File: src/rtl/multi_cycle_control.sv
// multi_cycle_control: state sequencer and control decoder for the multi-cycle
// MIPS-subset CPU. The state and the halt/illegal flags are registered; every
// datapath enable and select is a combinational decode of the current state
// and the opcode/ALU flags.
// Optional build macro: ILLEGAL_TRAP_EN. When it is defined, an unknown opcode
// seen in ID traps (illegal=1, halted=1). Otherwise it executes as add.
module multi_cycle_control #(
    parameter int STATE_W = 3
) (
    input  logic               CLK,
    input  logic               RST,
    input  logic [5:0]         opCode,
    input  logic               zero,
    input  logic               sign,
    output logic               PCWre,
    output logic               IRWre,
    output logic               InsMemRW,
    output logic               ALUSrcA,
    output logic               ALUSrcB,
    output logic [2:0]         ALUOp,
    output logic               ExtSel,
    output logic               mRD,
    output logic               mWR,
    output logic               DBDataSrc,
    output logic               RegWre,
    output logic               WrRegDSrc,
    output logic [1:0]         RegDst,
    output logic [1:0]         PCSrc,
    output logic [STATE_W-1:0] state,
    output logic               halted,
    output logic               illegal
);

    typedef enum logic [STATE_W-1:0] {
        S_IF     = 3'b000,
        S_ID     = 3'b001,
        S_EXE_LS = 3'b010,
        S_MEM    = 3'b011,
        S_WB_LD  = 3'b100,
        S_EXE_BR = 3'b101,
        S_EXE_AL = 3'b110,
        S_WB_AL  = 3'b111
    } state_t;

    localparam logic [5:0] OP_ADD   = 6'b000000;
    localparam logic [5:0] OP_SUB   = 6'b000001;
    localparam logic [5:0] OP_ADDIU = 6'b000010;
    localparam logic [5:0] OP_AND   = 6'b010000;
    localparam logic [5:0] OP_ANDI  = 6'b010001;
    localparam logic [5:0] OP_ORI   = 6'b010010;
    localparam logic [5:0] OP_XORI  = 6'b010011;
    localparam logic [5:0] OP_SLL   = 6'b011000;
    localparam logic [5:0] OP_SLTI  = 6'b100110;
    localparam logic [5:0] OP_SLT   = 6'b100111;
    localparam logic [5:0] OP_SW    = 6'b110000;
    localparam logic [5:0] OP_LW    = 6'b110001;
    localparam logic [5:0] OP_BEQ   = 6'b110100;
    localparam logic [5:0] OP_BNE   = 6'b110101;
    localparam logic [5:0] OP_BLTZ  = 6'b110110;
    localparam logic [5:0] OP_J     = 6'b111000;
    localparam logic [5:0] OP_JR    = 6'b111001;
    localparam logic [5:0] OP_JAL   = 6'b111010;
    localparam logic [5:0] OP_HALT  = 6'b111111;

    state_t     cur_state;
    logic [5:0] op_eff;

    function automatic logic op_known(input logic [5:0] op);
        case (op)
            OP_ADD, OP_SUB, OP_ADDIU, OP_AND, OP_ANDI, OP_ORI, OP_XORI,
            OP_SLL, OP_SLTI, OP_SLT, OP_SW, OP_LW, OP_BEQ, OP_BNE,
            OP_BLTZ, OP_J, OP_JR, OP_JAL, OP_HALT: return 1'b1;
            default:                               return 1'b0;
        endcase
    endfunction

    function automatic logic is_rtype(input logic [5:0] op);
        return (op == OP_ADD) || (op == OP_SUB) || (op == OP_AND) ||
               (op == OP_SLL) || (op == OP_SLT);
    endfunction

    function automatic logic is_imm_alu(input logic [5:0] op);
        return (op == OP_ADDIU) || (op == OP_ANDI) || (op == OP_ORI) ||
               (op == OP_XORI) || (op == OP_SLTI);
    endfunction

    function automatic logic is_branch(input logic [5:0] op);
        return (op == OP_BEQ) || (op == OP_BNE) || (op == OP_BLTZ);
    endfunction

    function automatic logic is_jump(input logic [5:0] op);
        return (op == OP_J) || (op == OP_JR) || (op == OP_JAL);
    endfunction

    function automatic logic [2:0] alu_op_of(input logic [5:0] op);
        case (op)
            OP_SUB, OP_BEQ, OP_BNE, OP_BLTZ: return 3'b001;
            OP_SLL:                          return 3'b010;
            OP_ORI:                          return 3'b011;
            OP_AND, OP_ANDI:                 return 3'b100;
            OP_XORI:                         return 3'b111;
            OP_SLT, OP_SLTI:                 return 3'b110;
            default:                         return 3'b000;
        endcase
    endfunction

    function automatic logic branch_taken(input logic [5:0] op, input logic z,
                                          input logic s);
        case (op)
            OP_BEQ:  return z;
            OP_BNE:  return !z;
            OP_BLTZ: return s;
            default: return 1'b0;
        endcase
    endfunction

`ifdef ILLEGAL_TRAP_EN
    logic trap;
    logic illegal_q;

    // Unknown opcodes are kept as-is so they decode to no writes at all.
    assign trap   = !op_known(opCode);
    assign op_eff = opCode;

    // Sticky illegal-opcode flag, set when a trap is taken in ID.
    always_ff @(posedge CLK or negedge RST) begin
        if (!RST) begin
            illegal_q <= 1'b0;
        end else if (cur_state == S_ID && trap) begin
            illegal_q <= 1'b1;
        end
    end

    assign illegal = illegal_q;
`else
    // Unknown opcodes take the add path.
    assign op_eff  = op_known(opCode) ? opCode : OP_ADD;
    assign illegal = 1'b0;
`endif

    assign state = cur_state;

    // Instruction sequencer and sticky halt flag.
    always_ff @(posedge CLK or negedge RST) begin
        if (!RST) begin
            cur_state <= S_IF;
            halted    <= 1'b0;
        end else begin
            case (cur_state)
                S_IF: begin
                    if (!halted) begin
                        cur_state <= S_ID;
                    end
                end
                S_ID: begin
`ifdef ILLEGAL_TRAP_EN
                    if (trap) begin
                        cur_state <= S_IF;
                        halted    <= 1'b1;
                    end else
`endif
                    if (is_jump(op_eff)) begin
                        cur_state <= S_IF;
                    end else if (op_eff == OP_HALT) begin
                        cur_state <= S_IF;
                        halted    <= 1'b1;
                    end else if (is_branch(op_eff)) begin
                        cur_state <= S_EXE_BR;
                    end else if (op_eff == OP_SW || op_eff == OP_LW) begin
                        cur_state <= S_EXE_LS;
                    end else begin
                        cur_state <= S_EXE_AL;
                    end
                end
                S_EXE_AL: cur_state <= S_WB_AL;
                S_WB_AL:  cur_state <= S_IF;
                S_EXE_BR: cur_state <= S_IF;
                S_EXE_LS: cur_state <= S_MEM;
                S_MEM: begin
                    if (op_eff == OP_LW) begin
                        cur_state <= S_WB_LD;
                    end else begin
                        cur_state <= S_IF;
                    end
                end
                S_WB_LD:  cur_state <= S_IF;
                default:  cur_state <= S_IF;
            endcase
        end
    end

    // Control decode; while reset is asserted every enable and select is held
    // at its idle value so an abandoned instruction cannot write anything.
    always_comb begin
        PCWre     = 1'b0;
        IRWre     = 1'b0;
        InsMemRW  = 1'b1;
        ALUSrcA   = 1'b0;
        ALUSrcB   = 1'b0;
        ALUOp     = 3'b000;
        ExtSel    = 1'b0;
        mRD       = 1'b0;
        mWR       = 1'b0;
        DBDataSrc = 1'b0;
        RegWre    = 1'b0;
        WrRegDSrc = 1'b0;
        RegDst    = 2'b00;
        PCSrc     = 2'b00;
        if (RST) begin
            ALUSrcA   = (op_eff == OP_SLL);
            ALUSrcB   = is_imm_alu(op_eff) || (op_eff == OP_SW) || (op_eff == OP_LW);
            ALUOp     = alu_op_of(op_eff);
            ExtSel    = !((op_eff == OP_ANDI) || (op_eff == OP_ORI) || (op_eff == OP_XORI));
            DBDataSrc = (op_eff == OP_LW);
            WrRegDSrc = (op_eff != OP_JAL);
            if (is_rtype(op_eff)) begin
                RegDst = 2'b10;
            end else if (is_imm_alu(op_eff) || op_eff == OP_LW) begin
                RegDst = 2'b01;
            end
            case (cur_state)
                S_IF: IRWre = !halted;
                S_ID: begin
                    if (is_jump(op_eff)) begin
                        PCWre  = 1'b1;
                        PCSrc  = (op_eff == OP_JR) ? 2'b10 : 2'b11;
                        RegWre = (op_eff == OP_JAL);
                    end
                end
                S_EXE_BR: begin
                    PCWre = 1'b1;
                    PCSrc = branch_taken(op_eff, zero, sign) ? 2'b01 : 2'b00;
                end
                S_MEM: begin
                    mRD   = (op_eff == OP_LW);
                    mWR   = (op_eff == OP_SW);
                    PCWre = (op_eff == OP_SW);
                end
                S_WB_AL, S_WB_LD: begin
                    PCWre  = 1'b1;
                    RegWre = 1'b1;
                end
                default: ;
            endcase
        end
    end

endmodule

File: config.mk
export PLATFORM = sky130hd
export DESIGN_NAME = multi_cycle_control
export DESIGN_NICKNAME = d
export VERILOG_FILES = /design/src/rtl/multi_cycle_control.sv
export SDC_FILE = /design/constraint.sdc
export NUM_CORES = 1
export LEC_CHECK = 0
export ABC_AREA = 0
export CORE_ASPECT_RATIO = 1.2
export CORE_MARGIN = 10
export CORE_UTILIZATION = 44
export DETAILED_ROUTE_END_ITERATION = 16
export PLACE_DENSITY = 0.78
export SYNTH_ARGS = -nofsm -noshare
export SYNTH_HDL_FRONTEND = slang
export SYNTH_SLANG_ARGS = --single-unit
File: constraint.sdc
create_clock -name CLK -period 2.9 [get_ports CLK]
set_input_delay 0.725 -clock CLK [delete_from_list [all_inputs] [get_ports CLK]]
set_output_delay 0.725 -clock CLK [all_outputs]
set_load 0.01 [all_outputs]
==> metrics.md, run 1 <==
| Metric | Value |
|---|---|
| Status | finished, violations left |
| Failing checks | setup timing |
| Worst hold slack | 0.5307 ns |
| Final core occ | 87.96% |
| Chip Height | 68.56 um |
| CTS clock-pin slew for the worst setup and hold paths | 0.04 ns |
| Library cells used by synthesis | 52 |
| CP Cell Sequence | buf_6, buf_6, buf_4, xnor2_1, nor2_1, o311a_4, and3_4, a211oi_2, nor2_1, buf_2 |
| Logic pwr share | 67.0% |
| Syn_nets | 147 |
| Crit path largest cell delay | 0.32 ns |
| Hold crit path type | input pin to asynchronous set/reset pin |
| Total CTS buffers | 3 |
| Longest Clk Path Bufs | 2 |
| Area growth, synth to finish | 88.28% |
| Final cell count without fillers | 228 |
| ANT nets after route | 0 |
| Vias | 1398 |
| Worst EP arrival | 2.26 ns |
| Synth Register Bits | 4 |
| P_sw | 0.0002661 W |
| H-tree depth | 1 |
| Hold Fails Final Rpt | 0 |
| Post-DR wirelength/cell | 18.49 um |
| Setup Crit Path Kind | input pin to output port |
| Detail Placement HPWL | 2750 um |
| Tcrit/Tclk final | 102.9% |
| Fin nets | 221 |
| Worst setup EP type | output port |
| I/O pin count | 33 |
| Design Area, Final | 0.001628 mm2 |
| Leak Pwr | 0.7816 nW |
| RSZ-0062 raised after global routing | true |
| Core area | 0.001851 mm2 |
| Drt first-iter violations | 110 |
| Critical-path maximum fanout | 8 |
| EDFF count, synth | 0 |
| Clock power frac | 12.2% |
| PD cells | 368.5 mW/mm2 |
| Endpoints failing setup | 2 |
| Max cap viols | 0 |
| Starting density of the core | 46.72% |
| First-pass GRT wire length | 5865 um |
| Register area share after synthesis | 11.58% |
| Vias in the first global route | 1297 |
| Fillers | 99 |
| Crit path buffers/inverters | 4 |
| Cell count after synthesis | 137 |
| Placement Cell Area | 0.001418 mm2 |
| Gpl congestion | 0.9894 |
| Buffers on Ports | 30 |
| Fin worst setup slack | -0.08485 ns |
| Clk Latency, worst-skew pair | 0.25 ns |
| Share of post-route cells with drive strength above 1 | 43.54% |
| DR DRC count | 0 |
| Total global-route track usage | 17.50% |
| Peak Freq | 0.3350 GHz |
| Drt pass-1 iters | 4 |
| Largest net degree at the start of global routing | 15 |
| Total gr overflow | 0 |
| Sequential power share | 20.7% |
| Mapped Area | 864.6 um2 |
| Fin. max-slew vios | 0 |
| Setup_tns | -0.1516 ns |
| Worst EP required | 2.17 ns |
| Maximum vdd drop | 0.2253 mV |
| Post-synth ARST share | 100.0% |
| Period minus WS final | 2.985 ns |
| Main synth FF type | dfrtp_1 |
| Vias per std cell | 6.132 |
| WL final | 4216 um |
| Hold buffers post-CTS | 0 |
| Internal power | 0.0003338 W |
| CTS tree | yes |
| Switching share of power | 44.36% |
| Avg Inst Size Synth | 6.311 um2 |
| CP top delay family | compound AO/OA/AOI/OAI gates |
| Root Driver | clkbuf_4 |
| Initial antenna violation count | 0 |
| Die Wd | 60.47 um |
| Sink Count | 4 |
| Yosys warns | 0 |
| CP startpoint kind | input pin |
| Die footprint | 0.004145 mm2 |
| Std cell rows | 17 |
| Worst path slowest cell | o311a_4 |
| N_diodes | 0 |
| Worst Skew | 0.002019 ns |
| Post-Place Cells | 213 |
==> power groups by stage <==
| stage | clock network (W) | registers (W) | logic, W |
|---|---|---|---|
| 2_1_floorplan | 0 | 0.000109 | 0.000191 |
| 3_3_place_gp | 0 | 0.000119 | 0.000354 |
| 3_5_place_dp | 0 | 0.000121 | 0.000361 |
| 4_1_cts | 0.0000719 | 0.000123 | 0.000371 |
| 5_1_grt | 0.0000802 | 0.000128 | 0.000428 |
| 6_report | 0.0000734 | 0.000124 | 0.000402 |
==> sequential cells by signal, indices dropped and copies added (netlist names) <==
register,count
state,3
halted,1
==> final cells by class <==
type,count,area (um2),share of cell area (%)
multi-input cells,112,740.7,45.50
repair buffers,83,714.4,43.89
flip-flops and latches,4,100.1,6.149
inverters,7,26.28,1.614
well taps,19,23.77,1.460
clock buffers,3,22.52,1.384
==> metrics by stage <==
stage / setup slack [ns] / power [W]
after floorplan: 0.05180 / 0.0003000
after global placement: -0.9964 / 0.0004733
after detailed placement: -1.045 / 0.0004818
after CTS: -0.05692 / 0.0005662
after global routing: -0.1476 / 0.0006363
final: -0.08485 / 0.0005999
==> final timing paths <==
path	from	end	slack [ns]	cells after the start
max in group asynchronous	RST	state[2]	2.24	2
min in group CLK	halted	halted	0.54	1
hold / removal	RST	state[0]	0.53	2
hold reg to reg	halted	halted	0.54	1
setup / recovery	opCode[2]	PCWre	-0.08	10
setup reg to reg	state[2]	state[2]	1.64	5
==> logic make-up (layout without fill, tap and decap cells) <==
family / count (synthesis) / in the layout / synth area share, %
fa+ha+maj: 1 / 1 / 1.158
other cells: 2 / 2 / 0.8686
buf+inv: 21 / 93 / 12.16
simple gates: 67 / 67 / 42.12
mux: 2 / 2 / 2.460
flops: 4 / 4 / 11.58
compound gates: 39 / 39 / 28.65
xor+xnor: 1 / 1 / 1.013
==> layer usage <==
layer  GRT usage, %  up-vias  share of wire (%)
met1          17.89      643                 33
met3          2.194       30                8.6
met5              0        -                  0
li1               -      629                  -
met2          33.38       96                 51
met4          9.341        0                6.5
==> layout by cell type (no fill, tap or decap), drive strengths merged, types with 3 or more instances in the layout <==
| master | netlist | final |
|---|---|---|
| buf | 9 | 62 |
| nor2 | 21 | 21 |
| nand2 | 12 | 12 |
| o21ai | 12 | 12 |
| clkdlybuf4s50 | 0 | 10 |
| a21oi | 9 | 9 |
| dlygate4sd2 | 0 | 8 |
| inv | 7 | 7 |
| and3 | 6 | 6 |
| nor2b | 6 | 6 |
| dfrtp | 4 | 4 |
| nand3 | 4 | 4 |
| clkbuf | 5 | 4 |
| nand3b | 3 | 3 |
==> worst register-to-register path, cell delays in order (launching register included) <==
cell and delay, ns:
dfrtp_1 0.48, nor2_1 0.21, nand2_1 0.08, inv_1 0.12
nand2_1 0.12, o21ai_1 0.17
==> repair_timing <==
item                                    CTS  global route
hold endpoints to repair                  0             0
gates cloned                              0             0
resized for setup                        74            19
pin swaps                                13             7
setup buffers                             4             8
endpoints found under the setup margin   17             9
==> cells in the mapped netlist, types with 3 or more instances <==
| master | n | area [um2] |
|---|---|---|
| a21oi_1 | 9 | 45.04 |
| and3_1 | 5 | 31.28 |
| buf_2 | 3 | 15.01 |
| clkbuf_1 | 5 | 18.77 |
| dfrtp_1 | 4 | 100.1 |
| inv_1 | 7 | 26.28 |
| nand2_1 | 11 | 41.29 |
| nand3_1 | 3 | 15.01 |
| nand3b_1 | 3 | 22.52 |
| nor2_1 | 20 | 75.07 |
| nor2b_1 | 6 | 37.54 |
| o21ai_0 | 11 | 55.05 |
Power figures use the tool's default switching activity.
==> run 2, diff against run 1 <==
--- a/config.mk
+++ b/config.mk
@@ -6,11 +6,13 @@
 export NUM_CORES = 1
 export LEC_CHECK = 0
 export ABC_AREA = 0
+export CELL_PAD_IN_SITES_DETAIL_PLACEMENT = 0
+export CELL_PAD_IN_SITES_GLOBAL_PLACEMENT = 1
 export CORE_ASPECT_RATIO = 1.2
 export CORE_MARGIN = 10
-export CORE_UTILIZATION = 44
+export CORE_UTILIZATION = 29
 export DETAILED_ROUTE_END_ITERATION = 16
-export PLACE_DENSITY = 0.78
+export PLACE_DENSITY = 0.77
 export SYNTH_ARGS = -nofsm -noshare
 export SYNTH_HDL_FRONTEND = slang
 export SYNTH_SLANG_ARGS = --single-unit
==> run 2 against run 1 <==
Net effect: the run still ends with setup timing left; non-clock buffer count unchanged; final cell count is 6.6% higher; die area is 34% higher; cell area up 2.0%; clock skew rose by 0.0091 ns; sequential power about the same; total power decreased by 2.1%; fmax rose by 0.78%; count of clock-buffer cells in the layout is the same; register-to-register slack better by 0.09 ns.
==> metrics.md, run 2 (synthesis gave the netlist of run 1 again) <==
| Metric | Value |
|---|---|
| I/O pin count | 33 (unchanged) |
| Detail Placement HPWL | 2743 um (-0.25%) |
| Endpoints failing setup | 1 (-1) |
| Status | finished, violations left |
| Period minus WS final | 2.962 ns (-0.02307 ns) |
| CP startpoint kind | input pin |
| Fin worst setup slack | -0.06179 ns (+0.02307 ns) |
| CTS tree | yes |
| Hold buffers post-CTS | 0 (unchanged) |
| Fin nets | 221 (unchanged) |
| Reg2reg setup slack | 1.73 ns (+0.09 ns) |
| Share of post-route cells with drive strength above 1 | 44.02% (+0.48 points) |
| ANT nets after route | 0 (unchanged) |
| RSZ-0062 raised after global routing | true |
| Critical-path maximum fanout | 5 (-3) |
| Total CTS buffers | 3 (unchanged) |
| Worst EP arrival | 2.24 ns (-0.02 ns) |
| Largest register FFs | 3 (unchanged) |
| Setup Crit Path Kind | input pin to output port |
| Design Area, Final | 0.001660 mm2 (+2.0%) |
| PD cells | 353.8 mW/mm2 (-4.0%) |
| Max cap viols | 0 (unchanged) |
| Hold Fails Final Rpt | 0 (unchanged) |
| Chip Height | 79.81 um (+16%) |
| Maximum vdd drop | 0.2999 mV (+33%) |
| Peak Freq | 0.3376 GHz (+0.78%) |
| Tcrit/Tclk final | 102.1% (-0.80 points) |
| Die footprint | 0.005574 mm2 (+34%) |
| WL final | 3627 um (-14%) |
| DR DRC count | 0 (unchanged) |
| Vias in the first global route | 1222 (-5.8%) |
| Std cell rows | 21 (+4) |
| CTS clock-pin slew for the worst setup and hold paths | 0.04 ns (about the same) |
| First-pass GRT wire length | 5437 um (-7.3%) |
| Post-DR wirelength/cell | 14.93 um (-19%) |
| Leak Pwr | 0.7945 nW (+1.6%) |
| N_diodes | 0 (unchanged) |
| Buffers on Ports | 30 (unchanged) |
| Area growth, synth to finish | 92.04% |
| Core area | 0.002838 mm2 (+53%) |
| Vias per std cell | 5.305 (-13%) |
| Root Driver | clkbuf_4 |
| Total gr overflow | 0 (unchanged) |
| Vias | 1289 (-7.8%) |
| Starting density of the core | 30.47% (-16 points) |
| Fin. max-slew vios | 0 (unchanged) |
| Gpl congestion | 0.9144 (-7.6%) |
| Commonest non-fill, non-tap cells in the layout | buf_4, nor2_1, buf_6 |
| Die Wd | 69.85 um (+16%) |
| Failing checks | setup timing |
| Most common library cell in the layout ignoring fill and taps | buf_4 |
| Total global-route track usage | 11.36% (-6.1 points) |
| Longest Clk Path Bufs | 2 (unchanged) |
| Sink Count | 4 (unchanged) |
| Drt first-iter violations | 44 (-60%) |
| Largest net degree at the start of global routing | 11 (-4) |
| Placement Cell Area | 0.001436 mm2 (+1.3%) |
| Worst setup EP type | output port |
| Clk Latency, worst-skew pair | 0.24 ns (about the same) |
| H-tree depth | 1 (unchanged) |
| Fillers | 288 (+190%) |
| Drt pass-1 iters | 4 (unchanged) |
| Worst Skew | 0.01111 ns (+0.009095 ns) |
| Worst EP required | 2.17 ns (about the same) |
| Hold crit path type | input pin to asynchronous set/reset pin |
| Initial antenna violation count | 0 (unchanged) |
| Worst hold slack | 0.4462 ns (-0.08453 ns) |
==> run 2: cell types whose count changed in the layout (fill, tap and decap cells not counted), sizes merged <==
cell | previous run | this run
dlygate4sd2 | 8 | 11
clkdlybuf4s50 | 10 | 6
clkdlybuf4s15 | 1 | 2
==> run 2: critical path, cell delays in order <==
cell      delay (ns)
buf_4           0.10
buf_6           0.11
buf_4           0.10
nand3_2         0.09
a21oi_1         0.18
o21bai_1        0.11
and3_4          0.19
or4_1           0.39
o211ai_1        0.09
buf_2           0.16
==> run 2: where the power goes <==
part | switching, W | total (W) | internal [W] | leakage [nW]
Sequential | 0.0000454 | 0.000127 | 0.0000816 | 0.0505
Combinational | 0.000181 | 0.000388 | 0.000207 | 0.730
Clock | 0.0000259 | 0.0000724 | 0.0000465 | 0.0138
==> run 2: timing repair <==
action / 4_1_cts / 5_1_grt
pin swaps: 6 / 14
setup buffers: 4 / 9
gates resized for setup: 77 / 27
endpoints found under the setup margin: 17 / 10
==> run 2: final timing paths <==
check	start	endpoint	cells past startpoint
min in group CLK	halted	halted	1
max reg2reg	state[1]	halted	4
min	RST	state[0]	2
max in group asynchronous	RST	state[1]	2
max	opCode[1]	PCSrc[0]	10
min reg2reg	halted	halted	1
==> run 2: per-layer routing <==
layer  wire, um  GRT usage (%)  up-vias
met1       1466          11.87      596
met4         92          5.138        0
li1           -              -      631
met2       1843          20.69       50
met5          0              0        -
met3        225          3.109       12
==> run 2: stage by stage <==
stage	setup slack [ns]	std cells	TNS [ns]	utilization [%]	total power (W)
finish	-0.06179	243	-0.06179	58.51	0.0005874
floorplan	0.05180	137	0	-	0.0003000
global route	-0.1250	243	-0.1969	58.51	0.0006304
detailed placement	-1.071	228	-10.52	50.62	0.0004794
global placement	-1.016	228	-10.44	50.62	0.0004761
CTS	-0.1359	234	-0.1359	53.04	0.0005551
==> run 2: area by class of cell <==
| cell class | count | area [um2] | area share, % |
|---|---|---|---|
| repair buffers | 83 | 708.2 | 42.65 |
| flip-flops and latches | 4 | 100.1 | 6.029 |
| multi-input cells | 112 | 760.7 | 45.82 |
| inverters | 7 | 26.28 | 1.583 |
| well taps | 34 | 42.54 | 2.562 |
| clock buffers | 3 | 22.52 | 1.356 |
==> run 3, diff against run 2 <==
--- a/config.mk
+++ b/config.mk
@@ -9,9 +9,9 @@
 export CELL_PAD_IN_SITES_DETAIL_PLACEMENT = 0
 export CELL_PAD_IN_SITES_GLOBAL_PLACEMENT = 1
 export CORE_ASPECT_RATIO = 1.2
-export CORE_MARGIN = 10
 export CORE_UTILIZATION = 29
 export DETAILED_ROUTE_END_ITERATION = 16
+export HOLD_SLACK_MARGIN = 0.08
 export PLACE_DENSITY = 0.77
 export SYNTH_ARGS = -nofsm -noshare
 export SYNTH_HDL_FRONTEND = slang
==> run 3 against run 2 <==
Net effect: the flow still finishes with violations (setup timing); sequential share of layout area is 0.70 points higher; worst setup slack got worse by 0.0042 ns; clock skew shrank 0.0046 ns; cell area down 10%; critical endpoint unchanged.
==> metrics.md, run 3 (synthesis gave the netlist of run 1 again) <==
| Metric | Value |
|---|---|
| Largest register FFs | 3 (unchanged) |
| CP startpoint kind | input pin |
| Area growth, synth to finish | 72.07% |
| Worst Skew | 0.006560 ns (-0.004553 ns) |
| Worst hold slack | 0.4538 ns (+0.007653 ns) |
| WL final | 3068 um (-15%) |
| Die Wd | 51.85 um (-26%) |
| DR DRC count | 0 (unchanged) |
| Reg2reg setup slack | 1.72 ns (about the same) |
| Final core occ | 52.92% (-5.6 points) |
| H-tree depth | 1 (unchanged) |
| Detail Placement HPWL | 2412 um (-12%) |
| Longest Clk Path Bufs | 2 (unchanged) |
| Sequential power share | 23.6% (+2.0 points) |
| Switching share of power | 43.87% (+0.92 points) |
| Placement Cell Area | 0.001406 mm2 (-2.1%) |
| Critical-path maximum fanout | 6 (+1) |
| R2r endpoint | halted |
| Drt pass-1 iters | 4 (unchanged) |
| FF-to-FF path depth | 4 (unchanged) |
| Logic pwr share | 63.6% (-2.4 points) |
| Std cell rows | 21 (unchanged) |
| RSZ-0062 raised after global routing | true |
| Maximum vdd drop | 0.3198 mV (+6.6%) |
| ANT nets after route | 0 (unchanged) |
| Commonest non-fill, non-tap cells in the layout | buf_4, nor2_1, dlygate4sd2_1 |
| Most common library cell in the layout ignoring fill and taps | buf_4 |
| Total gr overflow | 0 (unchanged) |
| Period minus WS final | 2.966 ns (+0.004227 ns) |
| Internal power | 0.0003115 W (-7.1%) |
| Tcrit/Tclk final | 102.3% (+0.15 points) |
| Core area | 0.002811 mm2 (-0.93%) |
| Worst EP arrival | 2.24 ns (about the same) |
| N_diodes | 0 (unchanged) |
| First-pass GRT wire length | 5037 um (-7.4%) |
| Chip Height | 61.81 um (-23%) |
| Max cap viols | 0 (unchanged) |
| Vias | 1210 (-6.1%) |
| Die footprint | 0.003205 mm2 (-43%) |
| Worst r2r src | state[1] |
| Starting density of the core | 30.75% (+0.28 points) |
| Worst EP required | 2.17 ns (about the same) |
| P_sw | 0.0002434 W (-3.5%) |
| CTS tree | yes |
| PD cells | 373.0 mW/mm2 (+5.4%) |
| Clock power frac | 12.7% (+0.4 points) |
| Design Area, Final | 0.001488 mm2 (-10%) |
| Root Driver | clkbuf_4 |
| Gpl congestion | 0.8381 (-8.3%) |
| Fin nets | 209 (-5.4%) |
| Share of post-route cells with drive strength above 1 | 39.09% (-4.9 points) |
| Initial antenna violation count | 0 (unchanged) |
| Vias in the first global route | 1119 (-8.4%) |
| Leak Pwr | 0.7163 nW (-9.8%) |
| Status | finished, violations left |
| Drt first-iter violations | 26 (-41%) |
| Hold buffers post-CTS | 0 (unchanged) |
| Pwr Total | 0.0005549 W (-5.5%) |
| Peak Freq | 0.3372 GHz (-0.14%) |
| Setup Crit Path Kind | input pin to output port |
| Fin worst setup slack | -0.06602 ns (-0.004227 ns) |
| Total global-route track usage | 20.74% (+9.4 points) |
| Buffers on Ports | 30 (unchanged) |
| Fin. max-slew vios | 0 (unchanged) |
| Post-DR wirelength/cell | 13.28 um (-11%) |
| Total CTS buffers | 3 (unchanged) |
| Setup_tns | -0.06602 ns (-0.004227 ns) |
| Largest net degree at the start of global routing | 11 (unchanged) |
| Fillers | 305 (+5.9%) |
| Clk Latency, worst-skew pair | 0.24 ns (about the same) |
| CTS clock-pin slew for the worst setup and hold paths | 0.04 ns (about the same) |
| Failing checks | setup timing |
| Endpoints failing setup | 1 (unchanged) |
| Worst setup EP type | output port |
| I/O pin count | 33 (unchanged) |
| Sink Count | 4 (unchanged) |
| Hold crit path type | input pin to asynchronous set/reset pin |
| Vias per std cell | 5.238 (-1.3%) |
| Hold Fails Final Rpt | 0 (unchanged) |
==> run 3: worst max-delay path, stage by stage <==
cell	delay, ns
buf_8	0.11
or2_4	0.27
o22ai_2	0.14
o21bai_1	0.10
and3_4	0.18
or4_1	0.46
o211ai_1	0.10
buf_2	0.16
==> run 3: per-layer routing <==
| metal | wire length, um | vias to the layer above | GRT usage (%) | share of wire (%) |
|---|---|---|---|---|
| met5 | 0 | - | 0 | 0 |
| met4 | 22 | 0 | 5.019 | 0.72 |
| met3 | 104 | 4 | 0.7299 | 3.4 |
| met2 | 1640 | 33 | 41.03 | 53 |
| met1 | 1301 | 568 | 24.31 | 42 |
| li1 | - | 605 | - | - |
==> run 3: power groups by stage <==
stage          logic [W]  clock network (W)  registers [W]
2_1_floorplan   0.000191                  0       0.000109
3_3_place_gp    0.000340                  0       0.000122
3_5_place_dp    0.000346                  0       0.000125
4_1_cts         0.000346          0.0000716       0.000127
5_1_grt         0.000390          0.0000764       0.000137
6_report        0.000353          0.0000707       0.000131
==> run 3: through the flow <==
step	setup WS, ns	std cells
finish	-0.06602	231
global route	-0.1395	231
CTS	-0.09298	230
detailed placement	-1.091	224
global placement	-0.9971	224
floorplan	0.05180	137
==> run 3: how the worst max path moves through the flow <==
stage | slack, ns | from | end | cells after the start
after global placement | -1.0 | opCode[0] | PCSrc[0] | 7
after detailed placement | -1.09 | opCode[2] | PCSrc[0] | 8
after floorplan | 0.05 | opCode[1] | PCSrc[0] | 7
after global routing | -0.14 | opCode[4] | PCSrc[0] | 7
after CTS | -0.09 | opCode[5] | PCSrc[0] | 8
final | -0.07 | opCode[2] | PCSrc[0] | 8
==> run 3: final cells by class <==
class,count,area (um2),share of cell area (%)
clock buffers,3,22.52,1.514
inverters,7,26.28,1.766
multi-input cells,112,723.2,48.61
flip-flops and latches,4,100.1,6.728
well taps,34,42.54,2.860
repair buffers,71,573.1,38.52
==> run 3: repair_timing <==
action / CTS / global route
setup buffers: 3 / 1
hold endpoints to repair: 0 / 0
pin swaps: 10 / 4
setup endpoints to repair: 17 / 8
gates resized for setup: 72 / 13
